### src/rtl/hpt_pkg.sv
// Shared codes, helper functions and record header type for the HPT status bus decoder.
package hpt_pkg;

  typedef enum logic [2:0] {
    ST_NORMAL          = 3'd0,
    ST_TRIGGERED       = 3'd1,
    ST_ACTIVE_HYPO     = 3'd2,
    ST_ACTIVE_PIT      = 3'd3,
    ST_NO_THYROID      = 3'd4,
    ST_MEDICATED       = 3'd5,
    ST_REESTABLISHMENT = 3'd6,
    ST_ILLEGAL         = 3'd7
  } hpt_state_e;

  localparam logic [1:0] RESP_HEALTHY = 2'b00;
  localparam logic [1:0] RESP_LOW     = 2'b01;

  localparam logic [9:0] IMG_NORMAL          = 10'h001;
  localparam logic [9:0] IMG_TRIGGERED       = 10'h002;
  localparam logic [9:0] IMG_ACTIVE_HYPO     = 10'h004;
  localparam logic [9:0] IMG_ACTIVE_PIT      = 10'h008;
  localparam logic [9:0] IMG_NO_THYROID      = 10'h040;
  localparam logic [9:0] IMG_MEDICATED       = 10'h080;
  localparam logic [9:0] IMG_REESTABLISHMENT = 10'h020;
  localparam logic [9:0] IMG_NONE            = 10'h000;

  // Dwell is appended at the top level because its width is a module parameter.
  typedef struct packed {
    logic [2:0] from_state;
    logic [2:0] to_state;
  } hpt_evt_t;

  function automatic logic [9:0] state_to_image(input logic [2:0] st);
    case (st)
      ST_NORMAL:          return IMG_NORMAL;
      ST_TRIGGERED:       return IMG_TRIGGERED;
      ST_ACTIVE_HYPO:     return IMG_ACTIVE_HYPO;
      ST_ACTIVE_PIT:      return IMG_ACTIVE_PIT;
      ST_NO_THYROID:      return IMG_NO_THYROID;
      ST_MEDICATED:       return IMG_MEDICATED;
      ST_REESTABLISHMENT: return IMG_REESTABLISHMENT;
      default:            return IMG_NONE;
    endcase
  endfunction

  function automatic logic [1:0] state_to_resp(input logic [2:0] st);
    case (st)
      ST_NORMAL:          return RESP_HEALTHY;
      ST_REESTABLISHMENT: return RESP_HEALTHY;
      default:            return RESP_LOW;
    endcase
  endfunction

endpackage

### src/rtl/hpt_evt_fifo.sv
// First-word-fall-through record FIFO; pointers carry an extra wrap bit to tell full from empty.
module hpt_evt_fifo #(
  parameter int DEPTH = 4,
  parameter int WIDTH = 22
) (
  input  logic             clk,
  input  logic             rst_n,
  input  logic             push_i,
  input  logic [WIDTH-1:0] data_i,
  input  logic             pop_i,
  output logic [WIDTH-1:0] data_o,
  output logic             full_o,
  output logic             empty_o
);

  localparam int AW = $clog2(DEPTH);
  localparam logic [AW:0] PTR_ONE = {{AW{1'b0}}, 1'b1};

  logic [AW:0]      wr_q;
  logic [AW:0]      rd_q;
  logic [WIDTH-1:0] mem_q [DEPTH];
  logic             do_pop_s;
  logic             do_push_s;

  assign empty_o   = (wr_q == rd_q);
  assign full_o    = (wr_q[AW] != rd_q[AW]) && (wr_q[AW-1:0] == rd_q[AW-1:0]);
  assign do_pop_s  = pop_i && !empty_o;
  // A full FIFO still accepts a push when the head leaves at the same edge.
  assign do_push_s = push_i && (!full_o || do_pop_s);
  assign data_o    = empty_o ? {WIDTH{1'b0}} : mem_q[rd_q[AW-1:0]];

  always_ff @(posedge clk or negedge rst_n) begin
    if (!rst_n) begin
      wr_q <= {(AW+1){1'b0}};
      rd_q <= {(AW+1){1'b0}};
      for (int i = 0; i < DEPTH; i++) begin
        mem_q[i] <= {WIDTH{1'b0}};
      end
    end else begin
      if (do_push_s) begin
        mem_q[wr_q[AW-1:0]] <= data_i;
        wr_q                <= wr_q + PTR_ONE;
      end
      if (do_pop_s) begin
        rd_q <= rd_q + PTR_ONE;
      end
    end
  end

endmodule

### src/rtl/hpt_status_decoder.sv
// HPT status bus receiver: timestamps state transitions into a record FIFO.
// Optional consistency checker enabled by defining HPT_DECODE_CHECK_EN.
module hpt_status_decoder
  import hpt_pkg::*;
#(
  parameter int FIFO_DEPTH = 4,
  parameter int DWELL_W    = 16
) (
  input  logic                 clk,
  input  logic                 resetn,
  input  logic [7:0]           data_hypo,
  input  logic [9:0]           image_hypo,
  output logic                 evt_valid,
  input  logic                 evt_ready,
  output logic [6+DWELL_W-1:0] evt_data,
  output logic [2:0]           cur_state,
  output logic [2:0]           hormones,
  output logic                 evt_ovf,
  output logic                 err_image,
  output logic                 err_resp,
  output logic                 err_state
);

  localparam int REC_W = 6 + DWELL_W;
  localparam logic [DWELL_W-1:0] DWELL_ONE = {{(DWELL_W-1){1'b0}}, 1'b1};

  logic [2:0]         state_q;
  logic [2:0]         hormones_q;
  logic [DWELL_W-1:0] dwell_q;
  logic [DWELL_W-1:0] dwell_d;
  logic               ovf_q;
  logic [2:0]         new_state_s;
  logic               change_s;
  logic               pop_s;
  logic               full_s;
  logic               empty_s;
  hpt_evt_t           hdr_s;
  logic [REC_W-1:0]   rec_s;

  assign new_state_s    = data_hypo[7:5];
  assign change_s       = (new_state_s != state_q);
  assign hdr_s.from_state = state_q;
  assign hdr_s.to_state   = new_state_s;
  assign rec_s          = {hdr_s, dwell_q};
  assign evt_valid      = !empty_s;
  assign pop_s          = evt_valid && evt_ready;

  hpt_evt_fifo #(
    .DEPTH (FIFO_DEPTH),
    .WIDTH (REC_W)
  ) u_fifo (
    .clk     (clk),
    .rst_n   (resetn),
    .push_i  (change_s),
    .data_i  (rec_s),
    .pop_i   (pop_s),
    .data_o  (evt_data),
    .full_o  (full_s),
    .empty_o (empty_s)
  );

  // Dwell restarts on a transition and otherwise counts up, sticking at all-ones.
  always_comb begin
    dwell_d = dwell_q;
    if (change_s) begin
      dwell_d = {DWELL_W{1'b0}};
    end else if (&dwell_q) begin
      dwell_d = dwell_q;
    end else begin
      dwell_d = dwell_q + DWELL_ONE;
    end
  end

  always_ff @(posedge clk or negedge resetn) begin
    if (!resetn) begin
      state_q    <= 3'd0;
      hormones_q <= 3'd0;
      dwell_q    <= {DWELL_W{1'b0}};
      ovf_q      <= 1'b0;
    end else begin
      state_q    <= new_state_s;
      hormones_q <= data_hypo[2:0];
      dwell_q    <= dwell_d;
      ovf_q      <= ovf_q | (change_s && full_s && !pop_s);
    end
  end

  assign cur_state = state_q;
  assign hormones  = hormones_q;
  assign evt_ovf   = ovf_q;

`ifdef HPT_DECODE_CHECK_EN
  logic chk_armed_q;
  logic err_image_q;
  logic err_resp_q;
  logic err_state_q;

  // Image and response lag the state by one cycle, so they are checked against state_q.
  always_ff @(posedge clk or negedge resetn) begin
    if (!resetn) begin
      chk_armed_q <= 1'b0;
      err_image_q <= 1'b0;
      err_resp_q  <= 1'b0;
      err_state_q <= 1'b0;
    end else begin
      chk_armed_q <= 1'b1;
      err_image_q <= err_image_q | (chk_armed_q && (image_hypo != state_to_image(state_q)));
      err_resp_q  <= err_resp_q  | (chk_armed_q && (data_hypo[4:3] != state_to_resp(state_q)));
      err_state_q <= err_state_q | (new_state_s == ST_ILLEGAL);
    end
  end

  assign err_image = err_image_q;
  assign err_resp  = err_resp_q;
  assign err_state = err_state_q;
`else
  logic unused_chk_s;
  assign unused_chk_s = ^{image_hypo, data_hypo[4:3]};
  assign err_image    = 1'b0;
  assign err_resp     = 1'b0;
  assign err_state    = 1'b0;
`endif

endmodule
### config.mk
export PLATFORM = sky130hd
export DESIGN_NAME = hpt_status_decoder
export DESIGN_NICKNAME = d
export VERILOG_FILES = /design/src/rtl/hpt_pkg.sv /design/src/rtl/hpt_evt_fifo.sv /design/src/rtl/hpt_status_decoder.sv
export SDC_FILE = /design/constraint.sdc
export NUM_CORES = 1
export LEC_CHECK = 0
export ABC_AREA = 0
export CAP_MARGIN = 10
export CORE_UTILIZATION = 38
export CTS_CLUSTER_SIZE = 25
export DETAILED_ROUTE_END_ITERATION = 8
export SLEW_MARGIN = 20
export SYNTH_ARGS = -nofsm -noshare
export SYNTH_HDL_FRONTEND = slang
export SYNTH_HIERARCHICAL = 1
export SYNTH_SLANG_ARGS = --single-unit
### constraint.sdc
create_clock -name clk -period 2.9 [get_ports clk]
set_input_delay 0.58 -clock clk [delete_from_list [all_inputs] [get_ports clk]]
set_output_delay 0.58 -clock clk [all_outputs]
set_load 0.02 [all_outputs]
* Word-level counts from Yosys, hierarchy flattened
Cells that the tools add are included.
** Storage, ports and cells
- Flip-flop bits (word level) :: 117
- Input bits :: 21
- Output and inout bits :: 33
** Operators by class
- Add/sub/neg operators :: 3
- Magnitude comparators :: 3
- Equality and inequality tests :: 5
- Muxes and demuxes :: 9
- Bitwise logic cells :: 3
- Reduce and logical (&&, ||, !) cells :: 12
** Operator list (number)
- bitwise mux 88 bit :: 1
- two-way mux 22 bit :: 4
- binary-select mux 22 bit (select 2 bit) :: 1
- demux 22 bit (select 2 bit) :: 1
- two-way mux 16 bit :: 2
- adder 16 x 1 -> 16 bit (second input constant) :: 1
- AND reduction 16 bit :: 1
- logical AND 1 bit :: 7
- adder 3 x 1 -> 3 bit (second input constant) :: 2
- >= comparator 3 bit (second input constant) :: 2
- NOT 2 -> 3 bit :: 2
- equality test 3 bit :: 1
- zero test 1 bit :: 3
- less-than comparator 3 x 1 -> 1 bit (second input constant) :: 1
- inequality test 3 bit :: 1
- equality test 2 bit :: 1
- inequality test 2 bit (second input constant) :: 1
- logical OR 1 bit :: 1
- inequality test 1 bit :: 1
- OR 1 bit :: 1

* Logic depth before layout (Yosys ltp)
Gate-level depths: netlist of run 1.
- Depth after elaboration :: 6
- Gate-level depth with buffers :: 8
- Gate-level depth less buffers :: 6

* Modules after synthesis
Netlist of run 1, hierarchy kept.
** By module, submodules not included
- hpt_evt_fifo :: instances 1, cells an instance 272, area each 4564.4 um^2
- hpt_status_decoder :: instances 1, cells an instance 109, area each 1116.1 um^2

* Worst setup path after synthesis of run 1
OpenSTA, ideal clock, no wires.
- Path type :: reg-to-reg
- From :: register u_fifo.rd_q[0]
- To :: register u_fifo/mem_q[10] (netlist name)
- Setup time :: 0.125 ns
- Data arrival time :: 2.638 ns
- Setup slack :: 0.137 ns
- Cell stages (with the launch flop) :: 9
- Clock period less this slack :: 2.763 ns
- Cells stage by stage :: dfrtp_1 buf_4 xor2_4 nor3_1 buf_2 nor2b_1 o41ai_4 buf_6 mux2_4
** Between the ends
- Cells in the longest elaborated chain, start to end :: 6
- Elaborated cells on any way between the ends :: 9
** RTL lines
- from (decl) :: RTL line hpt_evt_fifo.sv:20 : logic [AW:0] rd_q;
- from (signal assigned) :: RTL line hpt_evt_fifo.sv:35 : rd_q <= {(AW+1){1'b0}};
- from (signal assigned) :: RTL line hpt_evt_fifo.sv:45 : rd_q <= rd_q + PTR_ONE;
- equality test 3 bit :: RTL line hpt_evt_fifo.sv:25 : assign empty_o = (wr_q == rd_q);
- net empty_s :: RTL line hpt_status_decoder.sv:36 : logic empty_s;
- zero test 1 bit :: RTL line hpt_status_decoder.sv:45 : assign evt_valid = !empty_s;
- logical AND 1 bit :: RTL line hpt_status_decoder.sv:46 : assign pop_s = evt_valid && evt_ready;
- net pop_s :: RTL line hpt_status_decoder.sv:34 : logic pop_s;
- logical AND 1 bit :: RTL line hpt_evt_fifo.sv:27 : assign do_pop_s = pop_i && !empty_o;
- logical OR 1 bit :: RTL line hpt_evt_fifo.sv:29 : assign do_push_s = push_i && (!full_o || do_pop_s);
- logical AND 1 bit :: RTL line hpt_evt_fifo.sv:29
- to (signal, indexed assignment) :: RTL line hpt_evt_fifo.sv:37 : mem_q[i] <= {WIDTH{1'b0}};
- to (signal, indexed assignment) :: RTL line hpt_evt_fifo.sv:41 : mem_q[wr_q[AW-1:0]] <= data_i;
- to (decl) :: RTL line hpt_evt_fifo.sv:21 : logic [WIDTH-1:0] mem_q [DEPTH];
The timed path passes the listed nets, and every way through them passes these cells.
A chain may end at the register's enable or synchronous reset.

* Worst setup path after layout of run 1
- From :: register u_fifo.rd_q[0]
- To :: register u_fifo/mem_q[17] (netlist name)
The elaborated chain is that of the path after synthesis.

==> results.ini, run 1 <==
[detailed_routing]
vias = 3383
first_iter_violations = 144
finalWirelength_microns = 11500
drc = 0
drtPass1Iterations = 4
drt-vias-per-instance = 5.18
antenna_left = 0
routedWlPerCell_microns = 17.6

[worst_setup_path]
rrSetupSlack_ns = 0.11
crit_fanout = 8
cp.arrival_ns = 3.09
r2r-start = u_fifo/rd_q[0]
crit_type = reg -> reg
cp-end-kind = register
path_buf_inv = 4
critPathSlowestCell = o41ai_4
crit_top_cell = buf_4
crit_path_max_incr_delay_ns = 0.72
critical_path.cell_chain = xor2_4 -> nor3_4 -> buf_4 -> buf_4 -> nor2b_1 -> buf_4 -> o41ai_4 -> buf_4 -> mux2_4
worst_setup_path_start_kind = register
critPathTopFamily = buffers and inverters
reg2reg_depth = 9
rr_endpoint = u_fifo/mem_q[17]
cp.required_ns = 3.20

[floorplanning]
die_area_sq_um = 15400
die_h_microns = 124
ios = 54
fp.dieW_microns = 124
core_area_sq_um = 14500
rows = 44
initial_core_util_pct = 39.1

[global_route]
grt_pass1_vias = 3736
grt_max_degree = 61
track_usage_pct = 16.5
grt_overflow = 0
antenna_found_initial = 0
grt_pass1_wl_microns = 19500

[cts]
hold_buffers = 0
clk_path_buf_depth = 2
clk_latency_ns = 0.41
clk_pin_slew_ns = 0.05
root_buffer = clkbuf_16
clock-sinks = 117
cts_tree = built
cts_max_level = 4
cts_made_buffers = 17

[timing]
finalHoldViolCount = 0
setup-tns-final_ns = 0
setup_violations = 0
fin_crit_sh_pct = 96.3
rsz0062_at_grt = no
skew_ns = 0.00633
relSlewSlack_pct = 47.2
fin_crit_ns = 2.79
worst_pin_slew_ns = 0.790
max_freq_mhz = 358
drv_slew = 0

[synthesis]
ys_seq_area_share_pct = 51.5
synthFlopType = dfrtp_1
ys_ff_latch = 117
syn_avg_cell_area_sq_um = 14.9
synth.distinct_cells = 51
synth-async-reset-ratio_pct = 100
yosysWarnings = 6
syn_inst = 381
synth_edf_count = 0
syn-cell-area_sq_um = 5680

[outcome]
status = finished clean

[final_layout]
final_common_cell = dfrtp_1
regArea_sq_um = 2930
nNetsFinal = 483
fill_cells = 1277
area_growth_pct = 27.3
n_antenna_cell = 0
multi_input_area_sq_um = 2580
finalInstanceArea_sq_um = 7230
layout_common_cells = dfrtp_1 (114), mux2_2 (60), mux4_2 (22), nor2b_1 (21), buf_4 (21)
final_layout_size_suffix_gt1_share_pct = 40.1
layoutNonFillerInstCount = 653

[run]
cap_violations = 0

[placement]
dp_hpwl_microns = 7570
gp_congestion = 0.769
placed_area_sq_um = 6520
port_buffers = 38
dpl.cell_count = 615

[min_path]
hold_class = in -> async

[power]
power_density_nw_per_um2 = 1020
peakVddDrop_mv = 0.605
leakagePower_nw = 3.48

kinds of logic after synthesis:
logic type | after synthesis | synth area share [%]
fa+ha+maj | 6 | 1.32
buf+inv | 29 | 3.48
mux | 114 | 28.2
xor+xnor | 13 | 2.80
simple gates | 71 | 7.58
flops | 117 | 51.5
compound gates | 30 | 5.04
other cells | 1 | 0.0660
state kept, by name, summed over array words and instances, names as in the netlist:
signal / cells
u_fifo/wr_q: 3
u_fifo/rd_q: 3
evt_ovf: 1
u_fifo/mem_q: 88
hormones: 3
dwell_q: 16
cur_state: 3
power by group:
group / internal (mW) / switching [mW]
sequential: 1.90 / 0.203
combinational: 1.61 / 1.50
clock: 1.44 / 0.699
cells in the mapped netlist (7+ instances only):
| master | n | share of area, % |
|---|---|---|
| nor2b_1 | 21 | 2.3 |
| nand2_1 | 8 | 0.53 |
| dfrtp_1 | 117 | 52 |
| mux2_2 | 60 | 12 |
| nor3_1 | 8 | 0.70 |
| mux2_1 | 11 | 2.2 |
| mux2_4 | 19 | 5.0 |
| buf_6 | 9 | 1.8 |
| mux4_2 | 22 | 8.7 |
| a21oi_1 | 7 | 0.62 |
worst max-delay path by stage:
stage,from,endpoint,slack (ns),cells past startpoint
final,u_fifo/rd_q[0],u_fifo/mem_q[17],0.11,9
after global routing,u_fifo/rd_q[0],u_fifo/mem_q[20],0.006,9
after global placement,data_hypo[7],u_fifo/mem_q[60],-0.02,9
after floorplan,u_fifo/rd_q[0],u_fifo/mem_q[10],0.14,8
after CTS,u_fifo/rd_q[0],evt_data[20],0.003,4
after detailed placement,data_hypo[7],u_fifo/mem_q[64],-0.06,9
area by class of cell:
class,count,area share [%]
Clock buffer,24,6.80
Multi-Input combinational cell,237,35.7
Sequential cell,117,40.5
Tap cell,184,3.18
Clock inverter,8,1.68
Inverter,7,0.363
Timing Repair Buffer,76,11.7
through the flow:
| stage | hold slack, ns | total power [mW] | utilization (%) | setup WS [ns] |
|---|---|---|---|---|
| finish | 0.234 | 7.35 | 49.8 | 0.106 |
| global placement | 0.450 | 5.11 | 44.9 | -0.0170 |
| CTS | 0.275 | 7.48 | 49.5 | 0.00307 |
| floorplan | 0.284 | 4.03 | - | 0.137 |
| detailed placement | 0.459 | 5.16 | 44.9 | -0.0604 |
| global route | 0.290 | 7.74 | 49.8 | 0.00591 |
timing repair:
action | in CTS | in global routing
pin swaps | 1 | 2
buffers inserted | 4 | 0
setup endpoints to repair | 23 | 21
gates resized for setup | 21 | 13
cloned | 2 | 0
layer usage:
metal / GRT usage, % / share of wire, %
met3: 3.87 / 2.7
met2: 26.8 / 50
met4: 6.80 / 1.7
met1: 21.1 / 45
met5: 0 / 0
No activity file was read; power rests on OpenSTA's default activity.
==> run 2, diff against run 1 <==
REMOVE_ABC_BUFFERS = 1   (was not set)
==> run 2 against run 1 <==
  * Sequential power hardly changed
  * Utilization shrank 0.88 points
  * Clock-buffer cell count down 3
  * Cell count is 1.5% lower
  * Wire length up 1.1%
  * Critical endpoint is now evt_data[0]
==> results.ini, run 2 (same netlist as run 1, synthesis figures left out) <==
[timing]
finalHoldViolCount = 0
fin_crit_sh_pct = 94.1
setup_violations = 0
fin_crit_ns = 2.73
skew_ns = 0.00689
max_freq_mhz = 367
rsz0062_at_grt = no
drv_slew = 0
relSlewSlack_pct = 56.8
worst_pin_slew_ns = 0.647
setup_slack_ns = 0.173

[detailed_routing]
finalWirelength_microns = 11600
drc = 0
drt-vias-per-instance = 5.23
vias = 3366
drtPass1Iterations = 4
routedWlPerCell_microns = 18.1
antenna_left = 0
first_iter_violations = 164

[worst_setup_path]
crit_path_max_incr_delay_ns = 0.54
crit_type = reg -> out
path_buf_inv = 2
worst_setup_path_start_kind = register
cp-end-kind = output port
crit_fanout = 24
critPathSlowestCell = mux4_2
cp.required_ns = 2.32
critPathTopFamily = buffers and inverters
critical_path.cell_chain = buf_12 -> mux4_2 -> and2b_1 -> dlygate4sd2_1
cp.arrival_ns = 2.15

[power]
peakVddDrop_mv = 0.447
power_switching_mw = 2.35
clkPwrFrac_pct = 31.2
power_density_nw_per_um2 = 1020
intPower_mw = 4.89
p_comb_share_pct = 39.9
leakagePower_nw = 3.30
pwr-share-seq_pct = 28.9
switching_share_pct = 32.4

[floorplanning]
rows = 44
initial_core_util_pct = 39.1
fp.dieW_microns = 124
die_area_sq_um = 15400
core_area_sq_um = 14500
die_h_microns = 124
ios = 54

[placement]
placed_area_sq_um = 6490
port_buffers = 38
dp_slack_ns = 0.153
dp_hpwl_microns = 7580
gp_congestion = 0.757

[final_layout]
fill_cells = 1290
finalInstanceArea_sq_um = 7100
area_growth_pct = 25.1
layout_common_cells = dfrtp_1 (116), mux2_2 (60), dlygate4sd2_1 (22), mux4_2 (22), nor2b_1 (21)
nNetsFinal = 473
final_layout_size_suffix_gt1_share_pct = 38.1
n_antenna_cell = 0
top_register = u_fifo/mem_q
final_common_cell = dfrtp_1
largest_reg_flops = 88
reg_top3 = u_fifo/mem_q x88, dwell_q x16

[cts]
cts_setup_buffers = 0
cts_tree = built
clk_path_buf_depth = 2
clock-sinks = 117
cts_made_buffers = 17
cts_max_level = 4
clk_latency_ns = 0.42
cts_resized = 24
hold_buffers = 0
clk_pin_slew_ns = 0.05
root_buffer = clkbuf_16

[min_path]
hold_class = in -> async

[global_route]
grt_overflow = 0
grt_max_degree = 47
track_usage_pct = 16.3
grt_pass1_wl_microns = 19100
grt_pass1_vias = 3583
antenna_found_initial = 0

[outcome]
status = finished clean

[run]
cap_violations = 0

## run 2: cell count changes in the layout (fill, tap and decap cells not counted), moves of 2 or more
cell and change:
dlygate4sd2_1 +11, dlymetal6s2s_1 -12, buf_4 -5, buf_6 -3, dfrtp_2 -2, clkinv_2 +3
clkbuf_8 -3, bufinv_16 +2, dfrtp_1 +2
## run 2: power by group through the flow
stage | sequential, mW | combinational [mW] | clock (mW)
after floorplan | 2.19 | 1.67 | 0
after global placement | 2.10 | 2.94 | 0
after detailed placement | 2.12 | 2.98 | 0
after CTS | 2.09 | 2.93 | 2.30
after global routing | 2.13 | 3.09 | 2.38
final | 2.09 | 2.89 | 2.26
## run 2: path summary, 6_finish.rpt
check / to / depth (start not counted) / slack, ns / startpoint
setup reg to reg: u_fifo/mem_q[71] / 7 / 0.33 / u_fifo/wr_q[1]
hold reg to reg: evt_ovf / 1 / 0.46 / evt_ovf
max in group asynchronous: u_fifo/rd_q[0] / 2 / 1.93 / resetn
setup / recovery: evt_data[0] / 4 / 0.17 / u_fifo/rd_q[0]
hold / removal: u_fifo/mem_q[85] / 1 / 0.18 / resetn
min in group clk: evt_ovf / 1 / 0.46 / evt_ovf
## run 2: layer usage
layer | wire (microns) | vias to the layer above | track usage, %
li1 | - | 1542 | -
met1 | 5340 | 1751 | 21.0
met2 | 5770 | 62 | 25.9
met3 | 368 | 11 | 4.64
met4 | 140 | 0 | 6.59
met5 | 0 | - | 0
## run 2: worst reg2reg max path, stage by stage, from the launching register on
cell	delay (ns)
dfrtp_1	0.47
xor2_4	0.20
nor3_4	0.28
nor2b_1	0.08
buf_4	0.19
o41ai_4	0.67
buf_12	0.22
mux2_2	0.34
## run 2: layout make-up
type	count	area, sq um	share of cell area, %
sequential	117	2930	41.2
multi-input combinational	237	2570	36.2
timing repair buffer	66	714	10.1
clock buffer	21	450	6.34
tap	184	230	3.24
clock inverter	11	180	2.54
inverter	7	26.3	0.370
## run 2: stage by stage
stage          TNS (ns)  hold slack, ns  utilization, %  power (mW)  instances
2_1_floorplan   -214.61           0.284               -        3.86        361
3_3_place_gp          0           0.462            44.7        5.04        611
3_5_place_dp          0           0.464            44.7        5.10        611
4_1_cts               0           0.202            48.9        7.32        643
5_1_grt               0           0.219            48.9        7.60        643
6_report              0           0.182            48.9        7.24        643
==> run 3, diff against run 2 <==
CAP_MARGIN = 25   (was 10)
CELL_PAD_IN_SITES_DETAIL_PLACEMENT = 1   (was not set)
CELL_PAD_IN_SITES_GLOBAL_PLACEMENT = 1   (was not set)
PLACE_DENSITY_LB_ADDON = 0.1   (was not set)
SLEW_MARGIN = not set   (was 20)
==> run 3 against run 2 <==
  * Via count is 0.18% higher
  * Worst hold slack improved by 0.0063 ns
  * Cell count is 0.31% lower
  * Sequential share of layout area is 0.11 points higher
  * Flip-flop and latch count unchanged
  * Sequential power about the same
  * Final area down 0.23%
  * Setup slack worse by 0.019 ns
  * Combinational power about the same
  * Critical endpoint is now evt_valid
==> results.ini, run 3 (same netlist as run 1, synthesis figures left out) <==
[cts]
cts_tree = built
clock-sinks = 117
clk_latency_ns = 0.42
hold_buffers = 0
root_buffer = clkbuf_16
clk_pin_slew_ns = 0.06
clk_path_buf_depth = 2
cts_max_level = 4
cts_made_buffers = 17

[timing]
setup_violations = 0
max_freq_mhz = 364
skew_ns = 0.00875
hold_ws_ns = 0.189
fin_crit_sh_pct = 94.7
fin_crit_ns = 2.75
setup_slack_ns = 0.154
rsz0062_at_grt = no
drv_slew = 0
relSlewSlack_pct = 58.2
finalHoldViolCount = 0
worst_pin_slew_ns = 0.624

[final_layout]
layoutNonFillerInstCount = 641
post-route-util_pct = 48.8
fill_cells = 1447
top_register = u_fifo/mem_q
regArea_sq_um = 2930
nNetsFinal = 472
largest_reg_flops = 88
area_growth_pct = 24.8
finalInstanceArea_sq_um = 7090
final_layout_size_suffix_gt1_share_pct = 37.9
final_common_cell = dfrtp_1
n_antenna_cell = 0
reg_top3 = u_fifo/mem_q x88, dwell_q x16
layout_common_cells = dfrtp_1 (115), mux2_2 (60), mux4_2 (22), nor2b_1 (21), mux2_4 (19)
multi_input_area_sq_um = 2570

[floorplanning]
core_area_sq_um = 14500
fp.dieW_microns = 124
initial_core_util_pct = 39.1
die_h_microns = 124
die_area_sq_um = 15400
ios = 54
rows = 44

[worst_setup_path]
reg2reg_depth = 8
cp-end-kind = output port
r2r-start = u_fifo/rd_q[0]
critical_path.cell_chain = xor2_4 -> nor3_4 -> buf_12 -> inv_1 -> clkdlybuf4s50_1
rr_endpoint = u_fifo/mem_q[0]
critPathCapture = evt_valid
critPathSlowestCell = clkdlybuf4s50_1
crit_path_max_incr_delay_ns = 0.52
setup.worst_path.start = u_fifo/rd_q[0]
worst_setup_path_start_kind = register
cp.required_ns = 2.32
rrSetupSlack_ns = 0.25
crit_fanout = 14
cp.arrival_ns = 2.17
crit_type = reg -> out

[detailed_routing]
antenna_left = 0
finalWirelength_microns = 12100
drc = 0
drt-vias-per-instance = 5.26
first_iter_violations = 125
vias = 3372
drtPass1Iterations = 4
routedWlPerCell_microns = 18.9

[placement]
gp_congestion = 0.732
dp_hpwl_microns = 8150
placed_area_sq_um = 6450
dpl.cell_count = 609
port_buffers = 38
dp_slack_ns = 0.110

[global_route]
antenna_found_initial = 0
grt_max_degree = 49
grt_pass1_wl_microns = 21300
grt_pass1_vias = 3778
grt_overflow = 0
track_usage_pct = 17.9

[run]
cap_violations = 0

[outcome]
status = finished clean

[power]
peakVddDrop_mv = 0.448
leakagePower_nw = 3.41
power_density_nw_per_um2 = 994

[min_path]
hold_class = in -> async

-- run 3: per-layer routing --
layer / global-route usage, % / share of wire, % / vias to the layer above
met4: 5.10 / 1.0 / 0
li1: - / - / 1534
met1: 23.2 / 45 / 1776
met2: 28.8 / 51 / 51
met3: 5.58 / 3.4 / 11
met5: 0 / 0 / -
-- run 3: area by class of cell --
| type | instances | share of cell area, % |
|---|---|---|
| multi-input combinational | 237 | 36.3 |
| clock inverter | 3 | 0.565 |
| tap | 184 | 3.25 |
| sequential | 117 | 41.3 |
| clock buffer | 28 | 7.57 |
| timing repair buffer | 65 | 10.6 |
| inverter | 7 | 0.371 |
-- run 3: per-stage QoR --
step,power (mW),setup TNS [ns]
after detailed placement,5.08,0
after floorplan,3.86,-214.61
after global routing,7.45,0
after CTS,7.19,0
after global placement,5.01,0
final,7.05,0
-- run 3: where the power goes --
part	switching (mW)	leakage (nW)	internal, mW
combinational	1.42	1.58	1.50
sequential	0.204	1.55	1.90
clock	0.698	0.286	1.33
total	2.32	3.41	4.73
-- run 3: critical path, delay by kind of cell, from the launching register on --
family,cells,cell delay (ns)
buffers and inverters,3,0.75
DFF,1,0.47
xor gates and xnor gates,1,0.21
and+or+nand+nor,1,0.31
-- run 3: worst min-delay path by stage --
| stage | endpoint |
|---|---|
| floorplan | cur_state[0] |
| global placement | evt_ovf |
| detailed placement | evt_ovf |
| CTS | u_fifo/mem_q[85] |
| global route | u_fifo/mem_q[82] |
| finish | u_fifo/mem_q[82] |
-- run 3: repair_timing --
item | CTS | global route
gates resized for setup | 19 | 12
setup endpoints to repair | 22 | 12
pin swaps | 1 | 0
setup buffers | 1 | 0
